### config.mk
export PLATFORM = sky130hd
export DESIGN_NAME = sel_shift_seq_flat
export DESIGN_NICKNAME = d
export VERILOG_FILES = /design/src/rtl/sel_shift_seq_if.sv /design/src/rtl/sel_shift_seq.sv /design/src/flat_wrapper.sv
export SDC_FILE = /design/constraint.sdc
export NUM_CORES = 1
export LEC_CHECK = 0
export CAP_MARGIN = 10
export CORE_ASPECT_RATIO = 0.75
export CORE_UTILIZATION = 35
export DETAILED_ROUTE_END_ITERATION = 10
export PLACE_DENSITY = 0.72
export SKIP_CTS_REPAIR_TIMING = 1
export SLEW_MARGIN = 30
export SYNTH_ARGS = -nofsm -noshare
export SYNTH_HDL_FRONTEND = slang
export SYNTH_SLANG_ARGS = --single-unit
### constraint.sdc
create_clock -name clk -period 2.13 [get_ports clk]
set_input_delay 0.213 -clock clk [delete_from_list [all_inputs] [get_ports clk]]
set_output_delay 0.213 -clock clk [all_outputs]
set_load 0.005 [all_outputs]
### src/rtl/sel_shift_seq_if.sv
// Bus between the sequencing shift-register pair and its select mux / control.
// The optional shift freeze is present only when SEQ_HOLD_EN is defined.
// Handshake: start is sampled only while busy is low; done is a one-cycle
// pulse after the last shift, and busy stays high from accept through done.
interface sel_shift_seq_if #(
    parameter int WIDTH = 8
);
    logic             start;
    logic [2:0]       mode;
    logic             selout;
`ifdef SEQ_HOLD_EN
    logic             hold;
`endif
    logic [2:0]       muxsel;
    logic [WIDTH-1:0] regl;
    logic [WIDTH-1:0] regh;
    logic             busy;
    logic             done;
    logic [1:0]       dbg_state;

`ifdef SEQ_HOLD_EN
    modport master (
        output start, mode, selout, hold,
        input  muxsel, regl, regh, busy, done, dbg_state
    );
    modport slave (
        input  start, mode, selout, hold,
        output muxsel, regl, regh, busy, done, dbg_state
    );
`else
    modport master (
        output start, mode, selout,
        input  muxsel, regl, regh, busy, done, dbg_state
    );
    modport slave (
        input  start, mode, selout,
        output muxsel, regl, regh, busy, done, dbg_state
    );
`endif
endinterface

### src/rtl/sel_shift_seq.sv
// Sequencing shift-register pair: latches a select code on start, presents it
// to the serial-bit mux and shifts the returned bit into regl, then regh.
// Optional feature macro: SEQ_HOLD_EN (adds a hold input that freezes shifting).
// WIDTH legal range is 3..16 because the mux taps bit 2 of each register.
module sel_shift_seq #(
    parameter int WIDTH = 8
) (
    input  logic           clk,
    input  logic           reset,
    sel_shift_seq_if.slave bus
);
    localparam int CW = $clog2(WIDTH);
    localparam logic [CW-1:0] CNT_LAST = CW'(WIDTH - 1);

    typedef enum logic [1:0] {
        IDLE    = 2'd0,
        SHIFT_L = 2'd1,
        SHIFT_H = 2'd2,
        DONE    = 2'd3
    } state_t;

    state_t           state_q, state_d;
    logic [2:0]       mode_q, mode_d;
    logic [CW-1:0]    cnt_q, cnt_d;
    logic [WIDTH-1:0] regl_q, regl_d;
    logic [WIDTH-1:0] regh_q, regh_d;
    logic             shift_en;

`ifdef SEQ_HOLD_EN
    assign shift_en = ~bus.hold;
`else
    assign shift_en = 1'b1;
`endif

    // State and datapath registers; reset clears everything.
    always_ff @(posedge clk) begin
        if (reset) begin
            state_q <= IDLE;
            mode_q  <= '0;
            cnt_q   <= '0;
            regl_q  <= '0;
            regh_q  <= '0;
        end else begin
            state_q <= state_d;
            mode_q  <= mode_d;
            cnt_q   <= cnt_d;
            regl_q  <= regl_d;
            regh_q  <= regh_d;
        end
    end

    // Next-state and shift logic; only the register of the active phase moves.
    always_comb begin
        state_d = state_q;
        mode_d  = mode_q;
        cnt_d   = cnt_q;
        regl_d  = regl_q;
        regh_d  = regh_q;
        case (state_q)
            IDLE: begin
                if (bus.start) begin
                    state_d = SHIFT_L;
                    mode_d  = bus.mode;
                    cnt_d   = '0;
                end
            end
            SHIFT_L: begin
                if (shift_en) begin
                    regl_d = {bus.selout, regl_q[WIDTH-1:1]};
                    if (cnt_q == CNT_LAST) begin
                        state_d = SHIFT_H;
                        cnt_d   = '0;
                    end else begin
                        cnt_d = cnt_q + 1'b1;
                    end
                end
            end
            SHIFT_H: begin
                if (shift_en) begin
                    regh_d = {bus.selout, regh_q[WIDTH-1:1]};
                    cnt_d  = cnt_q + 1'b1;
                    if (cnt_q == CNT_LAST) begin
                        state_d = DONE;
                    end
                end
            end
            DONE: begin
                state_d = IDLE;
            end
            default: begin
                state_d = IDLE;
            end
        endcase
    end

    // Outputs decoded from registered state only.
    always_comb begin
        bus.muxsel    = 3'b000;
        bus.busy      = (state_q != IDLE);
        bus.done      = (state_q == DONE);
        bus.regl      = regl_q;
        bus.regh      = regh_q;
        bus.dbg_state = state_q;
        if (state_q == SHIFT_L || state_q == SHIFT_H) begin
            bus.muxsel = mode_q;
        end
    end
endmodule

### src/flat_wrapper.sv
// flat-port wrapper written by rule: the top's interface ports become plain ports
module sel_shift_seq_flat 
#(
    parameter int WIDTH = 8
)
  (clk, reset, bus_start, bus_mode, bus_selout, bus_muxsel, bus_regl, bus_regh, bus_busy, bus_done, bus_dbg_state);
  sel_shift_seq_if #(.WIDTH(WIDTH)) bus_i ();
  input  logic clk;
  input  logic reset;
  input wire logic [$bits(bus_i.start)-1:0] bus_start;
  input wire logic [$bits(bus_i.mode)-1:0] bus_mode;
  input wire logic [$bits(bus_i.selout)-1:0] bus_selout;
  output wire logic [$bits(bus_i.muxsel)-1:0] bus_muxsel;
  output wire logic [$bits(bus_i.regl)-1:0] bus_regl;
  output wire logic [$bits(bus_i.regh)-1:0] bus_regh;
  output wire logic [$bits(bus_i.busy)-1:0] bus_busy;
  output wire logic [$bits(bus_i.done)-1:0] bus_done;
  output wire logic [$bits(bus_i.dbg_state)-1:0] bus_dbg_state;
  assign bus_i.start = bus_start;
  assign bus_i.mode = bus_mode;
  assign bus_i.selout = bus_selout;
  assign bus_muxsel = bus_i.muxsel;
  assign bus_regl = bus_i.regl;
  assign bus_regh = bus_i.regh;
  assign bus_busy = bus_i.busy;
  assign bus_done = bus_i.done;
  assign bus_dbg_state = bus_i.dbg_state;
  sel_shift_seq #(.WIDTH(WIDTH)) u_core (.clk(clk), .reset(reset), .bus(bus_i));
endmodule
**After elaboration in Yosys (flattened, before gate mapping)**

Index checks and enable logic that the tools add are counted.

- Add/sub/neg operators: 1
- Multipliers: 0
- Div/mod/pow operators: 0
- $lt $le $gt $ge: 0
- Equal/unequal tests: 7
- Shift-type cells: 0
- Multiplexer cells: 8
- Bitwise logic cells: 0
- Reduce and logical (&&, ||, !) cells: 7

Operator list:

| cell | number |
|---|---|
| 3-bit 2-to-1 mux | 3 |
| 3-bit one-hot mux with 3 select lines | 1 |
| 2-bit one-hot mux with 4 select lines | 1 |
| 2-bit 2-to-1 mux | 3 |
| 2-bit == test (second input constant) | 2 |
| 2-bit by 1-bit != test with 1-bit output (second input constant) | 2 |
| 2-bit AND reduction | 2 |
| 3-bit by 1-bit adder with 3-bit output (second input constant) | 1 |
| 3-bit == test (second input constant) | 1 |
| 3-bit AND reduction | 1 |
| 3-bit nonzero test | 1 |
| 2-bit by 1-bit == test with 1-bit output (second input constant) | 1 |
| 2-bit zero test | 1 |
| 2-bit != test (second input constant) | 1 |
| 2-bit nonzero test | 1 |
| 1-bit logical OR | 1 |

- Register bits after elaboration: 24
- Latch bits: 0
- Bits in writable memories: 0
- Memory bits (read-only): 0
- Bits of input ports: 7
- Output and inout port bits: 23
- Word-level logic and storage cells: 28
- Memories kept: 0

**Depth between registers and ports, before layout**

Gate-level depths: netlist (run 1).

- Word-level depth: 3
- Gate-level depth with buffers: 6
- Gate-level depth less buffers: 5

**Least setup slack after synthesis (run 1)**

Ideal clock, no wire load.

- Kind: reg-to-reg
- From: register u_core.state_q[0] (netlist: u_core.bus.dbg_state[0])
- To: register u_core.cnt_q[2]
- Arrival: 1,420 ps
- Data required time: 2,060 ps
- Slack: 640 ps
- Stages on the path, launching flop included: 6
- Path buffers: 0
- Cell sequence: dfxtp_1 -> inv_1 -> ha_1 -> mux2i_1 -> or3_1 -> a21oi_1

- Longest elaborated chain between the ends: 3

RTL lines:

| element | line | RTL |
|---|---|---|
| start: declaration | sel_shift_seq.sv:22 | `state_t state_q, state_d;` |
| start signal: assignment | sel_shift_seq.sv:44 | `state_q <= state_d;` |
| 2-bit == test, or another cell as far along | sel_shift_seq.sv:59 | `case (state_q)` |
| 3-bit nonzero test (no line) or 2-bit != test (tied branches) | - |  |
| 2-bit AND reduction (no line) | - |  |
| end signal: assignment | sel_shift_seq.sv:46 | `cnt_q <= cnt_d;` |
| end: declaration | sel_shift_seq.sv:24 | `logic [CW-1:0] cnt_q, cnt_d;` |

Several ways; a longest one is shown, not always the timed one.
A chain may end at the register's enable or synchronous reset.

**Worst setup path after layout (run 1)**

- From: register u_core.state_q[1] (netlist: u_core.bus.dbg_state[1])
- To: output port bus_muxsel[1]

- Longest elaborated chain between the ends: 3

RTL lines:

| element | line | RTL |
|---|---|---|
| 2-bit by 1-bit == test with 1-bit output or 2-bit == test (tied branches) | sel_shift_seq.sv:104 | `if (state_q == SHIFT_L \|\| state_q == SHIFT_H) begin` |
| 1-bit logical OR (*) | sel_shift_seq.sv:104 |  |
| 3-bit 2-to-1 mux (*) | sel_shift_seq.sv:104 |  |
| end: declaration | flat_wrapper.sv:13 | `output wire logic [$bits(bus_i.muxsel)-1:0] bus_muxsel;` |

Mark *: on every way between the ends. The rest lies on a longest branch, timed or not.

==> run metrics, run 1 <==
synth warn=0; final core utilization=roughly 51%; register area=between 400 and 500 um^2; number of global-route vias before repair=775; CTS tree=yes; Area Overhead vs Synth=36.0%; # setup viols final=0; post-synth top area share=between 40% and 50%; Worst Skew=0.000560 ns; Worst Path Required=1.92 ns; status=complete, no violations; fin. max-slew vios=0; Min-Delay Path Class=flop to flop; slowest stage delay, CP=between 0.4 and 0.5 ns; Clock transition at path regs=0.08 ns; fillers=234; starting density of the core=a little under two fifths; CP endpoint kind=output port; pin slew with the least headroom to its limit=~0.56 ns; Buf/Inv on CP=2; HP Start=u_core.mode_q[0]; kind of critical path=flop to output port; total wire length=between 1500 and 2000 um; Post-Syn Area=between 0.001 and 0.0015 mm^2; drt initial violations=26; cells along the critical path=inv_1 > ha_2 > and2_1 > clkdlybuf4s50_1; Leak=0.517 nW; Max FO, Critical Path=8; post-synthesis compound-gate area fraction=roughly 6.0%; CP top delay family=buffers and inverters; dominant cells by area after synthesis=dfxtp_1, mux2i_1, ha_1, nor2_1, a21oi_1; routability congestion estimate=around 0.68; detailed-route DRC error count=0; Syn Inst Count=~110; TNS Setup=0 ns; slowest stage cell, crit path=clkdlybuf4s50_1; post-synth top area cell=dfxtp_1; minimum clock period=2.00 ns; Num CTS Buffers=3; core box area=between 0.002 and 0.003 mm^2; first-pass GRT wire length=about 3300 um; hold depth=2; all-layer global routing usage=between 10% and 20%; VDD IR-drop max=0.000463 V; critical path startpoint category=flop; DR WL/cell=about 11 um; Reg2Reg Launch Point=u_core.bus.dbg_state[1]; CP arrival=approximately 1.8 ns; largest family of logic cells by synthesized area=multiplexers; unrepaired setup endpoints after global routing=false; Vias=811; Syn Nets=118; post-synthesis adder-cell area fraction=7.45%; Die H=slightly below 50 um; CP Launch Point=u_core.bus.dbg_state[1]; final antenna-violating net count=0; #FFs+latches synth=24; Tcrit/Tclk final=between 90% and 100%; grt total ovfl=0; CP Depth=4; worst skew pair latency=0.26 ns; first-pass detailed-route iteration total=4; area used by multi-input combinational logic=483 um^2; syn_area_per_cell=between 9 and 10 um^2; Via-to-Cell Ratio=4.80; MaxCap Viol Count=0; initial antenna violation count=0; XOR/XNOR Fraction of Synth Area=0%; Total Power=~1.3 mW; IO Pins=30; mux contribution to synthesized area=17.9%; Diodes inserted=0; die area=0.00310 mm^2; share of cells above drive strength 1=between 4 and 5%; port bufs=29; max_slew headroom=around 63%; fin nets=~150; count of different cell masters after synthesis=20; PwrDens=roughly 960 mW/mm^2; CTS Sinks=24; # rows=16; CTS max path bufs=2; H-Tree Depth=1; largest net degree at the start of global routing=20; hold slack=~0.45 ns; post-DP HPWL=1430 um; Hold Fails Final Rpt=0; Fmax achieved=~0.5 GHz; DIE WIDTH=63.9 um; Worst R2R Path Depth=5; CTS root buffer=clkbuf_8; simple-gate share of the synthesized area=between 15 and 20%; sequential cell area fraction in the yosys report=a little under half
==> cells by family after synthesis <==
group                      after synthesis
AOI/OAI and AO/OA                       10
adders and majority gates                6
buffers and inverters                   10
DFF                                     24
muxes                                   18
and+or+nand+nor                         37
==> state kept, by name (all words and copies together) (netlist names) <==
| register | cells |
|---|---|
| u_core.bus.dbg_state | 2 |
| u_core.bus.regh | 8 |
| u_core.mode_q | 3 |
| u_core.bus.regl | 8 |
| u_core.cnt_q | 3 |
==> layer usage <==
metal	up-vias	track usage (%)	share of wire, %
li1	405	-	-
met1	384	16.6	49
met2	20	21.6	45
met3	2	5.19	5.7
met4	0	4.17	0.57
met5	-	0	0
==> Yosys cell counts, drive strengths merged <==
cell type	number
a21oi	6
clkbuf	3
o2111ai	2
inv	4
o21ai	1
nor2b	1
ha	6
mux2i	18
nor3	1
dfxtp	24
or2b	1
buf	3
or3	1
and2	3
nand2	8
nand3	3
a211oi	1
nand2b	2
nor2	17
==> worst min-delay path, stage by stage (launching register included) <==
cell and delay, ns:
dfxtp_1 0.31, nand2_1 0.05, a21oi_1 0.05
==> metrics by stage <==
stage / instance area, um^2 / worst slack [ns] / std cells
after floorplan: 1010 / 0.640 / 105
after global placement: 1330 / 0.439 / 166
after detailed placement: 1330 / 0.380 / 166
after CTS: 1370 / 0.0882 / 169
after global routing: 1370 / 0.0279 / 169
final: 1370 / 0.130 / 169
==> layout by cell type (no fill, tap or decap), drive strengths merged <==
master	count
inv	4
nand2	8
o21ai	1
and2	3
nor2b	1
a21oi	6
buf	2
nor2	17
mux2i	18
or2b	1
nor3	1
nand2b	2
nand3	3
dfxtp	24
ha	6
o2111ai	2
clkbuf	3
clkdlybuf4s50	29
a211oi	1
or3	1
==> path summary, 6_finish.rpt <==
check,endpoint,slack (ns)
max reg2reg,u_core.bus.dbg_state[1],0.48
max,bus_muxsel[1],0.13
min reg2reg,u_core.mode_q[0],0.45
min,u_core.mode_q[0],0.45
==> final cells by class <==
class / count / share of cell area, %
sequential: 24 / 35.1
multi-input combinational: 71 / 35.3
inverter: 4 / 1.10
tap: 36 / 3.29
timing repair buffer: 31 / 22.3
clock buffer: 3 / 3.01
==> power by group <==
group          switching [mW]  total (mW)  internal, mW
combinational           0.260       0.529         0.269
sequential             0.0345       0.526         0.492
clock                   0.130       0.256         0.126
total                   0.424        1.31         0.887
(Power assumes the default switching activity.)
==> run 2, diff against run 1 <==
Settings changed: CORE_MARGIN set to 8.
==> run metrics, run 2 (synthesized netlist as in run 1, its figures left out) <==
status=complete, no violations; Via-to-Cell Ratio=between 4 and 5; port bufs=29; Tcrit/Tclk final=95.1%; CTS tree=yes; max_slew headroom=between 50 and 60%; TNS Setup=0 ns; worst skew pair latency=0.26 ns; MaxCap Viol Count=0; minimum clock period=2.03 ns; kind of critical path=flop to output port; CTS max path bufs=2; starting density of the core=35.3%; first-pass detailed-route iteration total=4; leading cell type in the layout, fill and taps excluded=clkdlybuf4s50_1; Max FO, Critical Path=8; DIE WIDTH=77.9 um; Buf/Inv on CP=2; area used by multi-input combinational logic=483 um^2; IO Pins=30; met3 wire length=160 um; CTS Sinks=24; all-layer global routing usage=9.11%; slowest stage delay, CP=0.51 ns; fin. max-slew vios=0; routability congestion estimate=roughly 0.76; Num CTS Buffers=3; total wire length=~2200 um; post-DP HPWL=approximately 1700 um; slowest stage cell, crit path=clkdlybuf4s50_1; Leak=around 0.52 nW; most frequent cells in the layout=clkdlybuf4s50_1, dfxtp_1, mux2i_1; Area Overhead vs Synth=37.0%; detailed-route DRC error count=0; Metal-1 WL=1030 um; Die H=roughly 62 um; fin nets=149; cells along the critical path=inv_1 > ha_2 > and2_1 > clkdlybuf4s50_1; Fmax achieved=a little under 0.5 GHz; Worst Path Required=1.92 ns; first-pass GRT wire length=roughly 3700 um; max layer used=met4; grt total ovfl=0; number of global-route vias before repair=800; core box area=0.00285 mm^2; H-Tree Depth=1; Diodes inserted=0; Clock transition at path regs=about 0.080 ns; initial antenna violation count=0; # rows=17; Vias=between 800 and 900; Min-Delay Path Class=flop to flop; unrepaired setup endpoints after global routing=false; share of cells above drive strength 1=roughly 5.2%; Cells after DPL=169; DR WL/cell=13.0 um; fillers=284; largest net degree at the start of global routing=18; CTS root buffer=clkbuf_8; CP endpoint kind=output port; PwrDens=roughly 950 mW/mm^2; final antenna-violating net count=0; Hold Fails Final Rpt=0; pin slew with the least headroom to its limit=about 0.60 ns; non-filler instance count after layout=approximately 170; Met2 Wirelength=about 1000 um; critical path startpoint category=flop; Total Power=1.32 mW; Worst Skew=approximately 0.0035 ns; drt initial violations=60; register area=480 um^2; CP arrival=approximately 1.8 ns; VDD IR-drop max=0.000406 V; CP top delay family=buffers and inverters; # setup viols final=0; die area=0.00487 mm^2
-- run 2: cell count changes in the layout (fill, tap and decap cells not counted) --
cell   previous run  this run
buf_4             2         3
-- run 2: per-stage QoR --
stage	utilization, %	area [um^2]	worst slack (ns)	hold slack [ns]
finish	48.4	1380	0.105	0.463
global route	48.4	1380	0.00912	0.487
CTS	48.3	1380	0.0553	0.464
detailed placement	46.9	1340	0.352	0.452
global placement	46.9	1340	0.435	0.441
floorplan	-	1010	0.640	0.360
-- run 2: path summary, 6_finish.rpt --
check                           from                to  slack (ns)  cells past startpoint
max          u_core.bus.dbg_state[1]     bus_muxsel[2]        0.10                      4
min                 u_core.mode_q[0]  u_core.mode_q[0]        0.46                      2
max reg2reg  u_core.bus.dbg_state[1]   u_core.cnt_q[2]        0.47                      5
min reg2reg         u_core.mode_q[0]  u_core.mode_q[0]        0.46                      2
-- run 2: power breakdown --
part | internal (mW) | switching [mW] | leakage (nW)
logic | 0.271 | 0.265 | 0.306
clock network | 0.126 | 0.127 | 0.0216
registers | 0.492 | 0.0359 | 0.194
-- run 2: worst reg2reg max path: stages, from the launching register on --
cell and delay [ns]:
dfxtp_1 0.35, inv_1 0.10, ha_1 0.49, nor2_1 0.14
or3_1 0.37, a21oi_1 0.14
-- run 2: layer usage --
layer / vias to the layer above / GRT usage (%)
met5: - / 0
met4: 0 / 3.00
met3: 4 / 4.45
met2: 22 / 13.9
met1: 370 / 10.8
li1: 408 / -
-- run 2: cell type report --
class / count / area share, %
Tap cell: 38 / 3.45
Timing Repair Buffer: 32 / 22.7
Multi-Input combinational cell: 71 / 35.0
Sequential cell: 24 / 34.8
Clock buffer: 3 / 2.99
Inverter: 4 / 1.09
